**config.mk**
```make
export PLATFORM = sky130hd
export DESIGN_NAME = uart_tx_top
export DESIGN_NICKNAME = d
export VERILOG_FILES = /design/src/rtl/uart_pkg.sv /design/src/rtl/uart_parity_gen.sv /design/src/rtl/uart_tx_top.sv
export SDC_FILE = /design/constraint.sdc
export NUM_CORES = 1
export LEC_CHECK = 0
export ABC_AREA = 1
export CORE_AREA = 2 2 74 76
export DETAILED_ROUTE_END_ITERATION = 8
export DIE_AREA = 0 0 76 78
export DONT_BUFFER_PORTS = 1
export SLEW_MARGIN = 5
export SYNTH_ARGS = -nofsm -noshare
export SYNTH_HDL_FRONTEND = slang
export SYNTH_SLANG_ARGS = --single-unit
```
**constraint.sdc**
```tcl
create_clock -name clk -period 1.5 [get_ports clk]
set_input_delay 0.15 -clock clk [delete_from_list [all_inputs] [get_ports clk]]
set_output_delay 0.15 -clock clk [all_outputs]
set_load 0.01 [all_outputs]
```
**src/rtl/uart_pkg.sv**
```systemverilog
// rtl/uart_pkg.sv - shared UART types, word-length and parity encodings
package uart_pkg;

  typedef enum logic [2:0] {
    IDLE   = 3'd0,
    START  = 3'd1,
    DATA   = 3'd2,
    PARITY = 3'd3,
    STOP   = 3'd4
  } tx_state_t;

  // LCR word length select
  localparam logic [1:0] WLS_5 = 2'b00;
  localparam logic [1:0] WLS_6 = 2'b01;
  localparam logic [1:0] WLS_7 = 2'b10;
  localparam logic [1:0] WLS_8 = 2'b11;

  // Parity mode as {sticky_parity, eps}, shared with the receiver checker
  localparam logic [1:0] PAR_ODD   = 2'b00;
  localparam logic [1:0] PAR_EVEN  = 2'b01;
  localparam logic [1:0] PAR_MARK  = 2'b10;
  localparam logic [1:0] PAR_SPACE = 2'b11;

  // Number of data bits carried for a given word length select (5..8)
  function automatic logic [3:0] data_bits(input logic [1:0] wls);
    return 4'd5 + {2'b00, wls};
  endfunction

  // Mask keeping only the bits that belong to the selected word length
  function automatic logic [7:0] data_mask(input logic [1:0] wls);
    return 8'hFF >> (2'd3 - wls);
  endfunction

endpackage

```
**src/rtl/uart_parity_gen.sv**
```systemverilog
// rtl/uart_parity_gen.sv - parity bit over word-length-masked data
module uart_parity_gen
  import uart_pkg::*;
(
  input  logic [7:0] data_i,
  input  logic [1:0] wls_i,
  input  logic       eps_i,
  input  logic       sticky_parity_i,
  output logic       parity_o
);

  logic [7:0] masked;

  // Bits above the word length never reach the line, so they never count
  always_comb begin
    masked   = data_i & data_mask(wls_i);
    parity_o = 1'b0;
    case ({sticky_parity_i, eps_i})
      PAR_ODD:   parity_o = ~^masked;
      PAR_EVEN:  parity_o = ^masked;
      PAR_MARK:  parity_o = 1'b1;
      PAR_SPACE: parity_o = 1'b0;
      default:   parity_o = 1'b0;
    endcase
  end

endmodule

```
**src/rtl/uart_tx_top.sv**
```systemverilog
// rtl/uart_tx_top.sv - UART transmitter; UART_TX_ONE_HALF_STOP_EN enables 1.5 stop bits for 5-bit words
module uart_tx_top
  import uart_pkg::*;
#(
  parameter int unsigned OVERSAMPLE = 16
) (
  input  logic       clk,
  input  logic       rst,
  input  logic       baud_pulse,
  input  logic       pen,
  input  logic       eps,
  input  logic       sticky_parity,
  input  logic       stb,
  input  logic [1:0] wls,
  input  logic       set_break,
  input  logic       fifo_empty,
  input  logic [7:0] din,
  output logic       pop,
  output logic       tx,
  output logic       sreg_empty
);

  // One extra bit over a single bit time so a two-bit stop fits in one count
  localparam int unsigned TICK_W = $clog2(OVERSAMPLE) + 1;
  localparam logic [TICK_W-1:0] BIT_LAST      = TICK_W'(OVERSAMPLE - 1);
  localparam logic [TICK_W-1:0] TWO_STOP_LAST = TICK_W'(2 * OVERSAMPLE - 1);
`ifdef UART_TX_ONE_HALF_STOP_EN
  localparam logic [TICK_W-1:0] HALF_STOP_LAST = TICK_W'((OVERSAMPLE * 3) / 2 - 1);
`endif

  tx_state_t         state_q, state_d;
  logic [TICK_W-1:0] tick_q, tick_d;
  logic [2:0]        bit_q, bit_d;
  logic [7:0]        shift_q, shift_d;
  logic              par_q, par_d;
  logic [1:0]        wls_q, wls_d;
  logic              pen_q, pen_d;
  logic              stb_q, stb_d;
  logic              tx_q, tx_d;
  logic              sreg_empty_q, sreg_empty_d;

  logic              load;
  logic              par_bit;
  logic [TICK_W-1:0] tick_inc;
  logic [TICK_W-1:0] stop_last;
  logic [3:0]        last_bit;

  uart_parity_gen u_parity_gen (
    .data_i          (din),
    .wls_i           (wls),
    .eps_i           (eps),
    .sticky_parity_i (sticky_parity),
    .parity_o        (par_bit)
  );

  assign tick_inc = (tick_q == '1) ? tick_q : tick_q + 1'b1;
  assign last_bit = data_bits(wls_q) - 4'd1;

  // Stop length chosen from the frame snapshot, never from live LCR bits
  always_comb begin
    stop_last = BIT_LAST;
`ifdef UART_TX_ONE_HALF_STOP_EN
    if (stb_q && (wls_q == WLS_5)) begin
      stop_last = HALF_STOP_LAST;
    end else if (stb_q) begin
      stop_last = TWO_STOP_LAST;
    end
`else
    if (stb_q) begin
      stop_last = TWO_STOP_LAST;
    end
`endif
  end

  // Frame sequencer: advances only on baud ticks; load covers idle start and back-to-back
  always_comb begin
    state_d      = state_q;
    tick_d       = tick_q;
    bit_d        = bit_q;
    shift_d      = shift_q;
    par_d        = par_q;
    wls_d        = wls_q;
    pen_d        = pen_q;
    stb_d        = stb_q;
    sreg_empty_d = sreg_empty_q;
    load         = 1'b0;

    if (baud_pulse) begin
      case (state_q)
        IDLE: begin
          if (!fifo_empty) load = 1'b1;
        end
        START: begin
          if (tick_q == BIT_LAST) begin
            state_d = DATA;
            tick_d  = '0;
          end else begin
            tick_d = tick_inc;
          end
        end
        DATA: begin
          if (tick_q == BIT_LAST) begin
            tick_d = '0;
            if ({1'b0, bit_q} == last_bit) begin
              bit_d   = '0;
              state_d = pen_q ? PARITY : STOP;
            end else begin
              bit_d   = bit_q + 3'd1;
              shift_d = shift_q >> 1;
            end
          end else begin
            tick_d = tick_inc;
          end
        end
        PARITY: begin
          if (tick_q == BIT_LAST) begin
            state_d = STOP;
            tick_d  = '0;
          end else begin
            tick_d = tick_inc;
          end
        end
        STOP: begin
          if (tick_q == stop_last) begin
            tick_d = '0;
            if (!fifo_empty) begin
              load = 1'b1;
            end else begin
              state_d      = IDLE;
              sreg_empty_d = 1'b1;
            end
          end else begin
            tick_d = tick_inc;
          end
        end
        default: begin
          state_d      = IDLE;
          tick_d       = '0;
          sreg_empty_d = 1'b1;
        end
      endcase
    end

    if (load) begin
      state_d      = START;
      tick_d       = '0;
      bit_d        = '0;
      shift_d      = din;
      par_d        = par_bit;
      wls_d        = wls;
      pen_d        = pen;
      stb_d        = stb;
      sreg_empty_d = 1'b0;
    end
  end

  // Line level follows the state being entered, so tx changes on the same edge
  always_comb begin
    tx_d = 1'b1;
    case (state_d)
      IDLE:    tx_d = 1'b1;
      START:   tx_d = 1'b0;
      DATA:    tx_d = shift_d[0];
      PARITY:  tx_d = par_d;
      STOP:    tx_d = 1'b1;
      default: tx_d = 1'b1;
    endcase
    if (set_break) tx_d = 1'b0;
  end

  // Pop is a same-cycle read strobe; reset suppresses it so no character is consumed
  assign pop        = load & ~rst;
  assign tx         = tx_q;
  assign sreg_empty = sreg_empty_q;

  // State and datapath registers
  always_ff @(posedge clk) begin
    if (rst) begin
      state_q      <= IDLE;
      tick_q       <= '0;
      bit_q        <= '0;
      shift_q      <= '0;
      par_q        <= 1'b0;
      wls_q        <= WLS_8;
      pen_q        <= 1'b0;
      stb_q        <= 1'b0;
      tx_q         <= 1'b1;
      sreg_empty_q <= 1'b1;
    end else begin
      state_q      <= state_d;
      tick_q       <= tick_d;
      bit_q        <= bit_d;
      shift_q      <= shift_d;
      par_q        <= par_d;
      wls_q        <= wls_d;
      pen_q        <= pen_d;
      stb_q        <= stb_d;
      tx_q         <= tx_d;
      sreg_empty_q <= sreg_empty_d;
    end
  end

endmodule

```
# Word-level counts from Yosys, hierarchy flattened
# Index checks and enable logic that the tools add are counted.
dict set report totals {
  regBits 26
  word_cells 87
}
dict set report classes {
  n_addsub 5
  n_eq_ne 18
  shifts 1
  n_mux 34
  n_bitwise 4
  n_reduce_logical 14
}
# operator n
set ops {}
lappend ops {{8-bit two-way mux} 5}
lappend ops {{3-bit two-way mux} 10}
lappend ops {{5-bit two-way mux} 4}
lappend ops {{3-bit one-hot mux with 5 select lines} 1}
lappend ops {{5-bit one-hot mux with 3 select lines} 1}
lappend ops {{3-bit by 2-bit == test with 1-bit output (second input constant)} 4}
lappend ops {{1-bit two-way mux} 9}
lappend ops {{8-bit AND} 1}
lappend ops {{4-bit AND reduction} 2}
lappend ops {{8-bit XNOR reduction} 1}
lappend ops {{8-bit XOR reduction} 1}
lappend ops {{8-bit by 2-bit >> shifter with 8-bit output (first input constant)} 1}
lappend ops {{3-bit by 1-bit == test with 1-bit output (second input constant)} 2}
lappend ops {{3-bit != test (second input constant)} 2}
lappend ops {{2-bit nonzero test} 3}
lappend ops {{5-bit by 1-bit adder with 5-bit output (second input constant)} 1}
lappend ops {{5-bit by 4-bit == test with 1-bit output (second input constant)} 1}
lappend ops {{5-bit == test} 1}
lappend ops {{5-bit == test (second input constant)} 1}
lappend ops {{3-bit by 2-bit adder with 4-bit output (first input constant)} 1}
lappend ops {{2-bit == test (second input constant)} 2}
lappend ops {{3-bit by 4-bit == test with 1-bit output} 1}
lappend ops {{1-bit one-hot mux with 2 select lines} 2}
lappend ops {{1-bit one-hot mux with 4 select lines} 1}
lappend ops {{other kinds (17)} 18}

# Longest topological paths before layout
dict set report depth {
  word_depth 11
  depth_mapped 15
}

# Cells and area by module
# A second synthesis with hierarchy kept.
dict set report hier_totals {
  cells_unflattened 247
  area_unflattened_um2 1594.0
}
# mod n_inst cells_each area_per_inst_um2 seq_area_each_um2
set modules_own_cells {}
lappend modules_own_cells {uart_tx_top 1 197 1381.3 520.5}
lappend modules_own_cells {uart_parity_gen 1 50 212.7 0.0}

# Least setup slack after synthesis
# Ideal clock, no wire load.
dict set report synth_timing {
  path_type {register -> register}
  from {register tick_q[0]}
  to {register shift_q[4]}
  setup_time_ps 124
  arrival_time_ps 1483
  required_ps 1376
  slack_ps -106
  stages_incl_launch_ff 14
  path_buffers 1
  period_less_slack_ps 1606
  path_cell_list {dfxtp_1 ha_1 nand2_2 nor2_4 nand3_2 nand2_2 nand2_4 inv_6 nor2_8 inv_4 buf_6 a21oi_2 a21oi_1 a21oi_1}
}
dict set report synth_between {
  elab_chain_cells 6
  elab_cells_between_ends 11
}
# item line_no
set synth_rtl {}
lappend synth_rtl {{start, declared} uart_tx_top.sv:32} ;# logic [TICK_W-1:0] tick_q, tick_d;
lappend synth_rtl {{start signal, assigned} uart_tx_top.sv:191} ;# tick_q <= tick_d;
lappend synth_rtl {{5-bit == test} uart_tx_top.sv:124} ;# if (tick_q == stop_last) begin
lappend synth_rtl {{1-bit two-way mux} uart_tx_top.sv:124}
lappend synth_rtl {{1-bit one-hot mux with 2 select lines} uart_tx_top.sv:89} ;# case (state_q)
lappend synth_rtl {{1-bit two-way mux} uart_tx_top.sv:88} ;# if (baud_pulse) begin
lappend synth_rtl {{2-bit != test (no source line) / 2-bit nonzero test (equally long branches)} n/a}
lappend synth_rtl {{4-bit AND reduction (no source line)} n/a}
lappend synth_rtl {{end signal, assigned} uart_tx_top.sv:193} ;# shift_q <= shift_d;
lappend synth_rtl {{end, declared} uart_tx_top.sv:34} ;# logic [7:0] shift_q, shift_d;
# Several ways; a longest one is shown, not always the timed one.
# A chain may end at the register's enable or synchronous reset.

# Final worst setup path
dict set report layout_timing {
  from {register tick_q[1]}
  to {output port pop}
}
dict set report layout_between {
  elab_chain_cells 5
}
# item line_no
set layout_rtl {}
lappend layout_rtl {{5-bit == test} uart_tx_top.sv:124}
lappend layout_rtl {{1-bit two-way mux} uart_tx_top.sv:124}
lappend layout_rtl {{1-bit one-hot mux with 2 select lines} uart_tx_top.sv:89}
lappend layout_rtl {{1-bit two-way mux} uart_tx_top.sv:88}
lappend layout_rtl {{1-bit AND} uart_tx_top.sv:172} ;# assign pop = load & ~rst;
lappend layout_rtl {{end, declared} uart_tx_top.sv:18} ;# output logic pop,
# No other way between the ends.

==> impl_metrics.toml <==
[outcome]
status = "finished with violations"
violations_in_the_final_reports = "setup timing"

[placed_design]
port-buffer-count = 0
detailed_place.area_sq_um = 1831
gp_congestion = 0.8217
dp_hpwl_mm = 2.712
post-place-cells = 317
placement.setup.worst_slack_ns = -0.1509

[drt]
route.layer.met1.wl_mm = 1.782
topRoutingLayerUsed = "met4"
drt.antenna.violating_nets = 0
drc = 0
detailroute.wirelength.met2_mm = 1.686
vias_per_cell = 4.502
drt_wl_total_mm = 3.614
drt_pass1_iterations = 4
wl_per_cell_um = 10.85
drt_first_iter_violations = 86
num_vias = 1499
routed_wl_met3_um = 117

[worst_setup_path]
reg2reg_slack_ns = -0.16
worst-r2r-cell-count = 15
rr_endpoint = "tx$_SDFF_PP1_"
critical_path.slowest_cell = "sky130_fd_sc_hd__dfxtp_2"
timing.critical_path.from_type = "register"
worst-endpoint-arrival_ns = 1.52
worst_r2r_startpoint = "tick_q[1]$_SDFFE_PP0P_"
worst-endpoint-required_ns = 1.35
setup.worst_path.class = "register to output pin"
cp.buffers_inverters = 2
path_cells = "ha_4 -> nand2_4 -> nor2_4 -> nand3_2 -> nand2_2 -> nand2_4 -> nor2_4 -> buf_12 -> buf_6"
nature_of_the_critical_path_endpoint = "output pin"
crit_fanout = 3
worst_path_largest_cell_delay_ns = 0.37
cp_top_family = "simple AND/OR/NAND/NOR gates"

[clock_tree]
cts_max_path_buffers = 2
cts_max_level = 1
clock_sinks = 26
tritoncts = "yes"
cts_inserted_buffers = 3
clock-root-buffer = "sky130_fd_sc_hd__clkbuf_8"
clock_pin_slew_on_the_worst_setup_and_hold_paths_ns = 0.09
clk_latency_ns = 0.27

[global_routing]
grt_pass1_vias = 1497
grt_overflow = 0
grt_antenna_before_repair = 0
groute.usage.overall = 0.1311
grt_start_max_net_pins = 14
grt_first_pass_wirelength_mm = 6.444

[floorplanning]
die_y_um = 78
core_sq_um = 5042
rows = 26
num_io_pins = 22
floorplan.initialDensity = 0.3119
die-area_sq_um = 5928
die_width_um = 76

[logic_synthesis]
synth.top_cells.by_count = "sky130_fd_sc_hd__nand2_1, sky130_fd_sc_hd__inv_1, sky130_fd_sc_hd__dfxtp_1"
synthTopCellsByArea = "sky130_fd_sc_hd__dfxtp_1, sky130_fd_sc_hd__nand2_1, sky130_fd_sc_hd__inv_1"
ys.flop_type = "sky130_fd_sc_hd__dfxtp_1"
synthesis.nets = 249
synth-seq-area-share = 0.3309
ys_seq_elements = 26
syn_area_sq_um = 1573
warnings_synthesis = 0
synthMostInstantiatedCell = "sky130_fd_sc_hd__nand2_1"
postSynthCellCount = 228
postSynthAreaPerCell_sq_um = 6.898
synth_enable_flop_cells = 0
yosysTopAreaCell = "sky130_fd_sc_hd__dfxtp_1"
synth.lib_cells_used.distinct = 31
synth_top_area_share = 0.3309
postSynth.asyncResetShare = 0

[power_and_ir_drop]
ir_drop_mv = 0.4188
power_leakage_nw = 0.9116
cellPowerDensity_nw_per_um2 = 707.6
power.total_mw = 1.501

[sta]
maxSlewHeadroom = 0.8023
worst_clock_skew_ns = 0.004373
worst_hold_slack_ns = 0.01044
maxClockFrequency_mhz = 597.1
pnr_worst_setup_slack_ns = -0.1746
min_period_ns = 1.675
transition_at_the_pin_with_the_smallest_max_transition_slack_ns = 0.2962
finalMaxSlewViolations = 0
timing.final.crit_share = 1.116
rsz_0062_raised_after_global_routing = "yes"
final-setup-viol-count = 21
fin_setup_tns_ns = -2.059
hold_violations = 0

[cells_and_area]
post_route_cells_drive_above_1_share = 0.3194
num-nets-final = 286
insertedDiodeCount = 0
synthToLayoutAreaGrowth_pct = 34.92
finalCoreUtilization = 0.4208
final_area_sq_um = 2122
post_layout_nonfiller_instances = 333

[min_path]
worst_hold_path.num_cells = 2
hold_path_end = "tx$_SDFF_PP1_"
launch_point_of_the_worst_hold_path = "rst"
min-delay-path-class = "input port to register"

[run]
maxCapViolations = 0
-- power by group --
group / internal [mW] / switching [mW] / leakage [nW]
combinational: 0.160 / 0.187 / 0.676
clock: 0.180 / 0.223 / 0.0216
sequential: 0.730 / 0.0218 / 0.214
-- kinds of logic (layout without fill, tap and decap cells) --
kind of cell / Yosys count / after routing / share of synthesized area
flip-flops: 26 / 26 / 0.3309
adder cells (fa/ha/maj): 2 / 2 / 0.01591
AND/OR/NAND/NOR: 112 / 112 / 0.3556
buffers and inverters: 42 / 77 / 0.1154
XOR/XNOR: 7 / 7 / 0.03898
AO/OA/AOI/OAI: 39 / 39 / 0.1432
-- sequential cells by signal, summed over array words and instances (netlist names) --
| register | cells |
|---|---|
| par_q | 1 |
| shift_q | 8 |
| tick_q | 5 |
| bit_q | 3 |
| wls_q | 2 |
| tx | 1 |
| stb_q | 1 |
| pen_q | 1 |
| sreg_empty | 1 |
| state_q | 3 |
-- cell type report --
class	count	area (sq um)
multi-input cells	160	984.7
clock buffers	3	41.29
well taps	70	87.58
inverters	39	163.9
fillers	531	2920
repair buffers	35	320.3
flip-flops and latches	26	524.3
-- what timing repair did --
action | in CTS | in global routing
endpoints found under the hold margin | 8 | 0
endpoints found under the setup margin | 19 | 25
setup buffers | 5 | 4
pin swaps | 9 | 5
hold buffers | 4 | 0
gates resized for setup | 16 | 23
-- worst max path at each step --
stage	from	to	slack, ns	cells after the start
after global routing	tick_q[1]$_SDFFE_PP0P_	tx$_SDFF_PP1_	-0.35	15
after CTS	tick_q[0]$_SDFFE_PP0P_	tx$_SDFF_PP1_	-0.18	15
final	tick_q[1]$_SDFFE_PP0P_	pop	-0.17	9
after detailed placement	tick_q[1]$_SDFFE_PP0P_	tx$_SDFF_PP1_	-0.15	14
after global placement	tick_q[1]$_SDFFE_PP0P_	tx$_SDFF_PP1_	-0.11	14
after floorplan	tick_q[1]$_SDFFE_PP0P_	shift_q[4]$_SDFFE_PP0P_	-0.05	13
-- cells in the final DEF, fill, tap and decap left out, types with 2 or more instances in the layout --
| cell | instances |
|---|---|
| sky130_fd_sc_hd__buf_12 | 2 |
| sky130_fd_sc_hd__nand2_4 | 2 |
| sky130_fd_sc_hd__dfxtp_1 | 23 |
| sky130_fd_sc_hd__dfxtp_2 | 3 |
| sky130_fd_sc_hd__nor2_1 | 18 |
| sky130_fd_sc_hd__dlygate4sd3_1 | 4 |
| sky130_fd_sc_hd__nand3_1 | 14 |
| sky130_fd_sc_hd__buf_4 | 23 |
| sky130_fd_sc_hd__o21ai_0 | 4 |
| sky130_fd_sc_hd__nand3_2 | 6 |
| sky130_fd_sc_hd__buf_6 | 6 |
| sky130_fd_sc_hd__nand2_1 | 48 |
| sky130_fd_sc_hd__nor2_4 | 4 |
| sky130_fd_sc_hd__nand3_4 | 2 |
| sky130_fd_sc_hd__nor3_2 | 2 |
| sky130_fd_sc_hd__clkbuf_8 | 3 |
| sky130_fd_sc_hd__a21oi_2 | 8 |
| sky130_fd_sc_hd__a21oi_1 | 18 |
| sky130_fd_sc_hd__nand2_2 | 6 |
| sky130_fd_sc_hd__a22oi_2 | 2 |
| sky130_fd_sc_hd__nor2_2 | 2 |
| sky130_fd_sc_hd__xor2_1 | 4 |
| sky130_fd_sc_hd__nand4_1 | 4 |
| sky130_fd_sc_hd__xnor2_1 | 3 |
| sky130_fd_sc_hd__inv_2 | 5 |
| sky130_fd_sc_hd__inv_1 | 32 |
-- routing by layer --
metal,track usage,vias up
met5,0,-
met4,0.03273,0
met3,0.02209,4
met2,0.2241,23
met1,0.1723,666
li1,-,806
No activity file was read; power rests on OpenSTA's default activity.
